[src/rtl/car_light_pkg.sv]
// Shared encodings for the tail-lamp sequencing controller.
// State and mode codes are identical, so the state register drives mode.
package car_light_pkg;

   localparam logic [1:0] MODE_STRAIGHT = 2'b00;
   localparam logic [1:0] MODE_LEFT     = 2'b01;
   localparam logic [1:0] MODE_RIGHT    = 2'b10;
   localparam logic [1:0] MODE_HAZARD   = 2'b11;

   localparam logic LAMP_ON  = 1'b1;
   localparam logic LAMP_OFF = 1'b0;

endpackage

[src/rtl/car_debounce.sv]
// Two-flop synchronizer followed by a stability counter.
// The output follows the input only after DEB_CYCLES unbroken cycles of disagreement.
module car_debounce #(
   parameter int DEB_CYCLES = 120000
) (
   input  logic clk,
   input  logic rst,
   input  logic din,
   output logic dout
);

   localparam int CW = (DEB_CYCLES > 1) ? $clog2(DEB_CYCLES) : 1;
   localparam logic [CW-1:0] CNT_LAST = CW'(DEB_CYCLES - 1);

   logic [1:0]    sync;
   logic [CW-1:0] cnt;

   always_ff @(posedge clk) begin
      if (rst) begin
         sync <= 2'b00;
         cnt  <= '0;
         dout <= 1'b0;
      end else begin
         sync <= {sync[0], din};
         if (sync[1] == dout) begin
            cnt <= '0;
         end else if (cnt == CNT_LAST) begin
            dout <= sync[1];
            cnt  <= '0;
         end else begin
            cnt <= cnt + 1'b1;
         end
      end
   end

endmodule

[src/rtl/car_light_ctrl.sv]
// Turn/hazard sequencer for the tail-lamp pair with minimum blink count.
// Lamps are registered from next-state values so they change with mode.
module car_light_ctrl
   import car_light_pkg::*;
#(
   parameter int SLOW_HALF  = 6000000,
   parameter int FAST_HALF  = 1500000,
   parameter int DEB_CYCLES = 120000,
   parameter int MIN_BLINKS = 3
) (
   input  logic       clk,
   input  logic       rst,
   input  logic       req_left,
   input  logic       req_right,
   input  logic       req_hazard,
   input  logic       brake,
   output logic       lamp_left,
   output logic       lamp_right,
   output logic [1:0] mode
);

   localparam int MAX_HALF = (SLOW_HALF > FAST_HALF) ? SLOW_HALF : FAST_HALF;
   localparam int PW = (MAX_HALF > 1) ? $clog2(MAX_HALF) : 1;
   localparam int BW = (MIN_BLINKS > 0) ? $clog2(MIN_BLINKS + 1) : 1;

   localparam logic [PW-1:0] SLOW_LAST = PW'(SLOW_HALF - 1);
   localparam logic [PW-1:0] FAST_LAST = PW'(FAST_HALF - 1);
   localparam logic [BW-1:0] BLINK_MIN = BW'(MIN_BLINKS);

   logic          dl, dr, dh;
   logic [1:0]    brake_sync;
   logic          brk;
   logic          haz;

   logic [1:0]    state, nxt_state;
   logic          phase, nxt_phase;
   logic [PW-1:0] pcnt, nxt_pcnt;
   logic [BW-1:0] bcnt, nxt_bcnt;
   logic          min_done;
   logic          toggle;
   logic [PW-1:0] half_last;
   logic          nxt_lamp_l, nxt_lamp_r;

   car_debounce #(.DEB_CYCLES(DEB_CYCLES)) u_deb_left (
      .clk  (clk),
      .rst  (rst),
      .din  (req_left),
      .dout (dl)
   );

   car_debounce #(.DEB_CYCLES(DEB_CYCLES)) u_deb_right (
      .clk  (clk),
      .rst  (rst),
      .din  (req_right),
      .dout (dr)
   );

   car_debounce #(.DEB_CYCLES(DEB_CYCLES)) u_deb_hazard (
      .clk  (clk),
      .rst  (rst),
      .din  (req_hazard),
      .dout (dh)
   );

   // Brake must react fast, so it is synchronized but never debounced.
   always_ff @(posedge clk) begin
      if (rst) begin
         brake_sync <= 2'b00;
      end else begin
         brake_sync <= {brake_sync[0], brake};
      end
   end

   assign brk      = brake_sync[1];
   assign haz      = dh | (dl & dr);
   assign min_done = (bcnt >= BLINK_MIN);

   always_comb begin
      nxt_state = state;
      unique case (state)
         MODE_STRAIGHT: begin
            if (haz)     nxt_state = MODE_HAZARD;
            else if (dl) nxt_state = MODE_LEFT;
            else if (dr) nxt_state = MODE_RIGHT;
         end
         MODE_LEFT: begin
            if (haz) nxt_state = MODE_HAZARD;
            else if (!dl && min_done)
               nxt_state = dr ? MODE_RIGHT : MODE_STRAIGHT;
         end
         MODE_RIGHT: begin
            if (haz) nxt_state = MODE_HAZARD;
            else if (!dr && min_done)
               nxt_state = dl ? MODE_LEFT : MODE_STRAIGHT;
         end
         MODE_HAZARD: begin
            if (!haz) nxt_state = MODE_STRAIGHT;
         end
      endcase
   end

   assign half_last = (state == MODE_HAZARD) ? FAST_LAST : SLOW_LAST;
   assign toggle    = (state != MODE_STRAIGHT) && (pcnt == half_last);

   // A state change overrides a coincident toggle and restarts the blink ON.
   always_comb begin
      nxt_phase = phase;
      nxt_pcnt  = pcnt;
      nxt_bcnt  = bcnt;
      if (nxt_state != state) begin
         nxt_phase = LAMP_ON;
         nxt_pcnt  = '0;
         nxt_bcnt  = '0;
      end else if (state == MODE_STRAIGHT) begin
         nxt_pcnt = '0;
      end else if (toggle) begin
         nxt_pcnt  = '0;
         nxt_phase = ~phase;
         if (phase == LAMP_ON && !min_done)
            nxt_bcnt = bcnt + 1'b1;
      end else begin
         nxt_pcnt = pcnt + 1'b1;
      end
   end

   always_comb begin
      nxt_lamp_l = brk;
      nxt_lamp_r = brk;
      unique case (nxt_state)
         MODE_STRAIGHT: begin
            nxt_lamp_l = brk;
            nxt_lamp_r = brk;
         end
         MODE_LEFT: begin
            nxt_lamp_l = nxt_phase;
            nxt_lamp_r = brk;
         end
         MODE_RIGHT: begin
            nxt_lamp_l = brk;
            nxt_lamp_r = nxt_phase;
         end
         MODE_HAZARD: begin
            nxt_lamp_l = nxt_phase;
            nxt_lamp_r = nxt_phase;
         end
      endcase
   end

   always_ff @(posedge clk) begin
      if (rst) begin
         state      <= MODE_STRAIGHT;
         phase      <= LAMP_OFF;
         pcnt       <= '0;
         bcnt       <= '0;
         lamp_left  <= LAMP_OFF;
         lamp_right <= LAMP_OFF;
      end else begin
         state      <= nxt_state;
         phase      <= nxt_phase;
         pcnt       <= nxt_pcnt;
         bcnt       <= nxt_bcnt;
         lamp_left  <= nxt_lamp_l;
         lamp_right <= nxt_lamp_r;
      end
   end

   assign mode = state;

endmodule

[config.mk]
export PLATFORM = sky130hd
export DESIGN_NAME = car_light_ctrl
export DESIGN_NICKNAME = d
export VERILOG_FILES = /design/src/rtl/car_light_pkg.sv /design/src/rtl/car_debounce.sv /design/src/rtl/car_light_ctrl.sv
export SDC_FILE = /design/constraint.sdc
export NUM_CORES = 1
export LEC_CHECK = 0
export ABC_AREA = 1
export CORE_MARGIN = 4
export CORE_UTILIZATION = 45
export DETAILED_ROUTE_END_ITERATION = 6
export PLACE_DENSITY = 0.57
export SLEW_MARGIN = 20
export SYNTH_ARGS = -nofsm -noshare
export SYNTH_HDL_FRONTEND = slang
export SYNTH_SLANG_ARGS = --single-unit
[constraint.sdc]
create_clock -name clk -period 2.03 [get_ports clk]
set_input_delay 0.609 -clock clk [delete_from_list [all_inputs] [get_ports clk]]
set_output_delay 0.609 -clock clk [all_outputs]
set_load 0.01 [all_outputs]
## Yosys cells after proc, flatten, opt, wreduce, memory -nomap -nowiden

Index checks and enable logic that the tools add are counted.

- Register bits: 92
- Logic and storage cells: 83
- Output and inout port bits: 4

- Muxes and demuxes: 17
- $lt $le $gt $ge: 1
- Add/sub/neg operators: 5
- Bitwise gates (word level): 7
- Reduce and logical (&&, ||, !) cells: 23
- Equality and inequality tests: 14

Operators with widths:

| operator | number |
|---|---|
| adder 17 x 1 -> 17 bit, second input constant | 3 |
| equality test 17 bit, second input constant | 3 |
| adder 23 x 1 -> 23 bit, second input constant | 1 |
| equality test 23 bit | 1 |
| 2-to-1 mux 23 bit | 1 |
| 2-to-1 mux 2 bit | 9 |
| OR reduction 2 bit | 5 |
| OR reduction 3 bit | 3 |
| equality test 2 bit, second input constant | 4 |
| one-hot mux 2 bit (4 select lines) | 1 |
| AND reduction 2 bit | 3 |
| NOT 1 bit | 5 |
| equality test 2 x 1 -> 1 bit, second input constant | 2 |
| logical AND 1 bit | 4 |
| logical NOT 2 bit | 2 |
| 2-to-1 mux 1 bit | 4 |
| one-hot mux 1 bit (2 select lines) | 2 |
| OR reduction 4 bit | 1 |
| equality test 1 bit | 3 |
| logical NOT 1 bit | 3 |
| AND reduction 3 bit | 1 |
| adder 2 x 1 -> 2 bit, second input constant | 1 |
| >= comparator 2 bit, second input constant | 1 |
| != test 2 bit | 1 |
| other kinds (3) | 3 |

## Logic depth before layout (Yosys ltp)

Gate-level depths: netlist of the first run.

- Depth after elaboration: 8
- Mapped depth: 12

## Modules after synthesis

A second synthesis of the first run with hierarchy kept.

- Cells, all modules: 688
- Area, all modules: 4,855.9 µm²

By module, submodules not included:

| module | area each (µm²) | instances | seq. area each (µm²) | cells each |
|---|---|---|---|---|
| car_debounce | 957.2 | 3 | 400.4 | 136 |
| car_light_ctrl | 1,984.4 | 1 | 640.6 | 280 |

## Worst setup path after synthesis of the first run

OpenSTA, ideal clock, no wires.

- Kind: register to register
- Start point: reg u_deb_left.cnt[0]
- End point: reg u_deb_left.cnt[9]
- Path buffers: 1
- Clock period less this slack: 1.592 ns
- Required time: 1.905 ns
- Data arrival time: 1.467 ns
- Stages on the path, launching flop included: 10
- Path slack: 0.438 ns
- Library setup time: 0.125 ns
- Path through: dfxtp_1 > ha_1 > nand3_1 > nor2_2 > nand3_1 > nor3_2 > nor2_4 > inv_2 > buf_4 > nor3b_1

- Word-level cells in the longest chain between the ends: 2

RTL lines:

| what | RTL line | RTL |
|---|---|---|
| start, declared | car_debounce.sv:16 | `logic [CW-1:0] cnt;` |
| start signal, assigned | car_debounce.sv:31 | `cnt <= cnt + 1'b1;` |
| parallel branches: the longest is 2 deep, another holds adder 17 x 1 -> 17 bit | n/a |  |

Parallel ways; which one is timed is not known.
A chain may end at the register's enable or synchronous reset.

## Worst setup path after layout of the first run

- Start point: reg state[1], in the netlist mode[1]
- End point: out mode[1]

RTL lines:

| what | RTL line | RTL |
|---|---|---|
| start, declared | car_light_ctrl.sv:35 | `logic [1:0] state, nxt_state;` |
| start signal, assigned | car_light_ctrl.sv:158 | `state <= nxt_state;` |
| end, declared | car_light_ctrl.sv:19 | `output logic [1:0] mode` |

No word-level cell between the ends.

==> flow_metrics.py, run 1 <==
metrics = {
    "status": {
        "status": "completed",
    },
    "finish": {
        "nFillCells": 988,
        "syn_to_final_growth_pct": 9.81,
        "diodes": 0,
        "seq_area_sq_um": 1850,
        "layout_commonest_cell": "nand2_1",
        "layout-drive-gt1-share_pct": 12.7,
        "fin_util_pct": 51.5,
        "multi_input_area_sq_um": 2340,
        "final_cell_mix": "nand2_1 (131), inv_1 (96), nor2_1 (93)",
        "fin_nets": 673,
    },
    "setup_path": {
        "crit_family": "buffers and inverters",
        "r2r_start": "pcnt[0]$_SDFF_PP0_",
        "cp.buffers_inverters": 1,
        "slowest_stage": "clkdlybuf4s50_1",
        "worstSetupPathType": "reg2out",
        "end_kind": "output port",
        "crit_path_start": "mode[1]$_SDFF_PP0_",
        "worstPathArrival_ns": 1.35,
        "required_ns": 1.42,
        "critPathLaunchType": "flop",
        "crit_fanout": 9,
        "path_cells": "clkdlybuf4s50_1",
        "crit_path_max_incr_delay_ns": 0.56,
    },
    "floorplanning": {
        "die_h_um": 110,
        "dieArea_sq_um": 12000,
        "core_sq_um": 9910,
        "die_x_um": 110,
        "initial_core_util_pct": 46.9,
        "num_rows": 36,
        "io_pins": 10,
    },
    "clocking": {
        "clkLatencyLatePin_ns": 0.37,
        "cts_tree": "yes",
        "cts_htree_levels": 3,
        "cts_buffers": 9,
        "root_buffer": "clkbuf_8",
        "post_cts_buffers": 0,
        "cts_hold_buf": 0,
        "clkSinkCount": 92,
        "path_clk_slew_ns": 0.09,
        "cts_buffer_depth": 2,
    },
    "timing": {
        "slew_headroom_pct": 69.1,
        "tns_ns": 0,
        "min_period_over_period_pct": 96.6,
        "finalHoldViolations": 0,
        "max_slew.worst_pin.slew_ns": 0.464,
        "setup_viol": 0,
        "skew_ns": 0.0125,
        "period_minus_slack_ns": 1.96,
        "final_max_slew_viol_count": 0,
        "max_freq_mhz": 510,
        "rsz0062_at_grt": "no",
    },
    "detailed_routing": {
        "wire_per_inst_um": 11.1,
        "wl_mm": 8.85,
        "drtAntennaViolNets": 0,
        "drtIter0Drc": 108,
        "dr_wl_met2_mm": 4.20,
        "drt-pass1-iter-count": 4,
        "top_layer": "met4",
        "wl_met3_um": 268,
        "wl_met1_mm": 4.17,
        "vias_per_cell": 4.77,
        "num_vias": 3816,
        "post-route-drc-count": 0,
    },
    "synthesis": {
        "synth_fp_nets": 655,
        "synth_area_sq_um": 4640,
        "yosysWarningCount": 0,
        "synth_cell_types": 35,
        "ys_ff_latch": 92,
        "avgSynthCellArea_sq_um": 7.21,
        "syn_inst": 644,
        "synth_seq_area_share_pct": 39.7,
    },
    "flow_run": {
        "cap_violations": 0,
    },
    "placed_design": {
        "place_congestion": 0.862,
        "hpwl_mm": 6.58,
        "portBuffers": 9,
    },
    "global_route": {
        "grt_pass1_wl_mm": 15.7,
        "antenna_found_initial": 0,
        "grt_max_degree": 25,
        "grtUsageTotal_pct": 16.4,
        "grt_overflow": 0,
        "grt_pass1_vias": 3606,
    },
    "power_and_ir_drop": {
        "power_density_nw_per_um2": 614,
        "leakage_nw": 1.84,
        "ir_drop_mv": 0.471,
    },
    "min_path": {
        "hold_start": "u_deb_right.sync[0]$_SDFF_PP0_",
        "hp-class": "reg2reg",
    },
}
## layer usage
layer | vias up | track usage, %
li1 | 2055 | -
met1 | 1711 | 20.1
met2 | 33 | 27.6
met3 | 17 | 4.11
met4 | 0 | 6.68
met5 | - | 0
## final timing paths
| kind | cells past startpoint | slack (ns) | endpoint |
|---|---|---|---|
| worst max register to register | 9 | 0.18 | pcnt[2]$_SDFF_PP0_ |
| worst max-delay path | 1 | 0.07 | mode[1] |
| worst min register to register | 2 | 0.41 | u_deb_right.sync[1]$_SDFF_PP0_ |
| worst min-delay path | 2 | 0.41 | u_deb_right.sync[1]$_SDFF_PP0_ |
## timing repair
item,CTS,global route
gates cloned,0,1
gates resized for setup,3,2
setup endpoints to repair,2,19
## cells in the mapped netlist
master	n	area, sq um
a21oi_4	1	16.3
a31oi_1	1	6.26
nor3_4	1	16.3
nor2_4	3	33.8
nand2_2	6	37.5
dfxtp_1	92	1840
nand2_4	1	11.3
nor4_1	3	18.8
nor3b_1	5	37.5
nor3_2	23	230
buf_4	3	22.5
nor3_1	25	125
inv_1	97	364
o21ai_2	1	8.76
nand2_1	131	492
o21bai_1	1	7.51
and3_1	1	6.26
clkbuf_1	1	3.75
o21ai_1	1	5.00
a21oi_2	1	8.76
xor2_1	21	184
o21ai_0	12	60.1
buf_6	5	56.3
inv_2	7	26.3
xnor2_1	9	78.8
ha_1	5	62.6
nand3_1	41	205
a21oi_1	23	115
nand4_1	13	81.3
nor2_2	4	25.0
nor2_1	93	349
or2_2	8	50.1
nand3b_1	1	7.51
nand3_2	3	30.0
nand3b_4	1	20.0
## area by class of cell
type | count | share of cell area, %
well taps | 133 | 3.26
clock inverters | 5 | 1.18
multi-input cells | 440 | 45.9
inverters | 104 | 7.73
clock buffers | 11 | 2.77
flip-flops and latches | 92 | 36.3
repair buffers | 15 | 2.90
## cells by family (layout without fill, tap and decap cells)
| family | after synthesis | in the layout | share of synthesized area [%] |
|---|---|---|---|
| and+or+nand+nor | 363 | 364 | 38.3 |
| buffers and inverters | 113 | 135 | 10.2 |
| DFF | 92 | 92 | 39.7 |
| AOI/OAI and AO/OA | 41 | 41 | 4.90 |
| xor gates and xnor gates | 30 | 30 | 5.66 |
| adders and majority gates | 5 | 5 | 1.35 |
## power breakdown
group          total [mW]  internal [mW]  switching, mW
clock                1.25          0.607          0.645
combinational      0.0630         0.0239         0.0392
sequential           1.81           1.81        0.00437
## registers in the layout, indices dropped and copies added (netlist names), 17 cells and up
register          cells
u_deb_right.cnt      17
u_deb_hazard.cnt     17
pcnt                 23
u_deb_left.cnt       17
## per-stage QoR
| step | setup WS, ns | total power, mW | hold WS (ns) | instances | instance area [sq um] |
|---|---|---|---|---|---|
| after global routing | 0.00623 | 3.28 | 0.441 | 800 | 5100 |
| after CTS | 0.0264 | 3.20 | 0.413 | 799 | 5080 |
| after floorplan | 0.438 | 1.90 | 0.388 | 644 | 4640 |
| after global placement | 0.134 | 1.92 | 0.392 | 783 | 4880 |
| after detailed placement | 0.0759 | 1.92 | 0.397 | 783 | 4880 |
| final | 0.0687 | 3.13 | 0.410 | 800 | 5100 |
(Power assumes the default switching activity.)
==> inputs of run 2 (changes only) <==
Settings changed: CORE_UTILIZATION 45 to 34, PLACE_DENSITY 0.57 to 0.45.
==> flow_metrics.py, run 2 (synthesis results as in run 1) <==
metrics = {
    "finish": {
        "final_cell_mix": "nand2_1 (131), inv_1 (96), dfxtp_1 (92)",
        "layout_commonest_cell": "nand2_1",
        "fin_nets": 675,
        "largest_reg_flops": 23,
        "largest-register": "pcnt",
        "diodes": 0,
        "nFillCells": 1404,
        "syn_to_final_growth_pct": 13.0,
        "layout-drive-gt1-share_pct": 12.6,
    },
    "setup_path": {
        "worstSetupPathType": "reg2out",
        "cp.buffers_inverters": 1,
        "end_kind": "output port",
        "crit_path_max_incr_delay_ns": 0.56,
        "path_cells": "clkdlybuf4s50_1",
        "slowest_stage": "clkdlybuf4s50_1",
        "worstPathArrival_ns": 1.26,
        "required_ns": 1.42,
        "crit_fanout": 2,
        "critPathLaunchType": "flop",
        "crit_family": "buffers and inverters",
    },
    "detailed_routing": {
        "num_vias": 3782,
        "drtAntennaViolNets": 0,
        "post-route-drc-count": 0,
        "wire_per_inst_um": 11.0,
        "vias_per_cell": 4.49,
        "drt-pass1-iter-count": 4,
        "wl_mm": 9.23,
        "drtIter0Drc": 195,
    },
    "floorplanning": {
        "core_sq_um": 13300,
        "die_x_um": 125,
        "die_h_um": 125,
        "initial_core_util_pct": 34.9,
        "num_rows": 42,
        "dieArea_sq_um": 15600,
        "io_pins": 10,
    },
    "placed_design": {
        "place_congestion": 0.797,
        "hpwl_mm": 6.84,
        "portBuffers": 9,
        "pre_cts_ws_ns": 0.0283,
    },
    "power_and_ir_drop": {
        "leakage_nw": 1.89,
        "p_sw_share_pct": 20.6,
        "clock_power_share_pct": 46.1,
        "power_density_nw_per_um2": 668,
        "share_comb_of_total_power_pct": 1.9,
        "total_power_mw": 3.50,
        "internal-power_mw": 2.78,
        "switching_power_uw": 722,
        "ir_drop_mv": 0.365,
        "p_seq_share_pct": 52.0,
    },
    "flow_run": {
        "cap_violations": 0,
    },
    "global_route": {
        "grtUsageTotal_pct": 12.4,
        "grt_max_degree": 25,
        "grt_overflow": 0,
        "antenna_found_initial": 0,
        "grt_pass1_wl_mm": 16.2,
        "grt_pass1_vias": 3621,
    },
    "clocking": {
        "root_buffer": "clkbuf_16",
        "clkLatencyLatePin_ns": 0.34,
        "cts_tree": "yes",
        "cts_htree_levels": 3,
        "cts_buffer_depth": 2,
        "cts_buffers": 9,
        "path_clk_slew_ns": 0.06,
        "clkSinkCount": 92,
        "post_cts_buffers": 0,
    },
    "timing": {
        "slew_headroom_pct": 70.7,
        "period_minus_slack_ns": 1.87,
        "max_freq_mhz": 535,
        "skew_ns": 0.00335,
        "setup_viol": 0,
        "final_max_slew_viol_count": 0,
        "min_period_over_period_pct": 92.1,
        "fin_ws_ns": 0.161,
        "finalHoldViolations": 0,
        "tns_ns": 0,
        "rsz0062_at_grt": "no",
        "max_slew.worst_pin.slew_ns": 0.438,
    },
    "min_path": {
        "hp-class": "reg2reg",
    },
    "status": {
        "status": "completed",
    },
}
## run 2: cell count changes in the layout (fill, tap and decap cells not counted), sizes merged
cell / previous run / this run
inv: 104 / 103
buf: 6 / 9
clkinvlp: 2 / 1
nand3b: 3 / 2
## run 2: worst register-to-register path, stage by stage, from the launching register on
cell	delay [ns]
dfxtp_1	0.36
ha_1	0.20
nand3_1	0.15
nor2_2	0.19
nand3_1	0.17
nor3_2	0.30
nor2_4	0.08
inv_2	0.18
nor3b_1	0.08
## run 2: path summary, 6_finish.rpt
| check | endpoint | slack, ns | from | depth (start not counted) |
|---|---|---|---|---|
| worst max-delay path | mode[1] | 0.16 | mode[1]$_SDFF_PP0_ | 1 |
| worst min-delay path | brake_sync[1]$_SDFF_PP0_ | 0.40 | brake_sync[0]$_SDFF_PP0_ | 2 |
| worst max register to register | u_deb_left.cnt[9]$_SDFF_PP0_ | 0.21 | u_deb_left.cnt[0]$_SDFF_PP0_ | 8 |
| worst min register to register | brake_sync[1]$_SDFF_PP0_ | 0.40 | brake_sync[0]$_SDFF_PP0_ | 2 |
## run 2: layout make-up
class | count | area, sq um | share of cell area, %
Clock inverter | 3 | 40.0 | 0.763
Sequential cell | 92 | 1840 | 35.1
Inverter | 104 | 394 | 7.51
Timing Repair Buffer | 18 | 183 | 3.48
Clock buffer | 11 | 233 | 4.44
Tap cell | 176 | 220 | 4.20
Multi-Input combinational cell | 439 | 2330 | 44.5
## run 2: per-layer routing
| metal | track usage, % | routed length (um) | up-vias |
|---|---|---|---|
| met5 | 0 | 0 | - |
| met4 | 4.02 | 118 | 0 |
| met3 | 3.47 | 235 | 8 |
| met2 | 19.9 | 4160 | 33 |
| met1 | 16.2 | 4720 | 1681 |
| li1 | - | - | 2060 |
## run 2: power groups by stage
stage          clock network [mW]  registers (mW)  logic, mW
4_1_cts                      1.68            1.82     0.0685
5_1_grt                      1.75            1.82     0.0747
2_1_floorplan                   0            1.86     0.0407
6_report                     1.62            1.82     0.0669
3_5_place_dp                    0            1.86     0.0684
3_3_place_gp                    0            1.86     0.0681
## run 2: through the flow
stage | hold slack, ns | std cells | util [%] | area (sq um)
after floorplan | 0.388 | 644 | - | 4640
after global placement | 0.396 | 829 | 37.3 | 4960
after detailed placement | 0.397 | 829 | 37.3 | 4960
after CTS | 0.406 | 843 | 39.4 | 5240
after global routing | 0.428 | 843 | 39.5 | 5250
final | 0.404 | 843 | 39.5 | 5250
## run 2: repair_timing
| item | in CTS | in global routing |
|---|---|---|
| hold buffers | 0 | 0 |
| endpoints found under the setup margin | 0 | 28 |
| resized for setup | 0 | 3 |
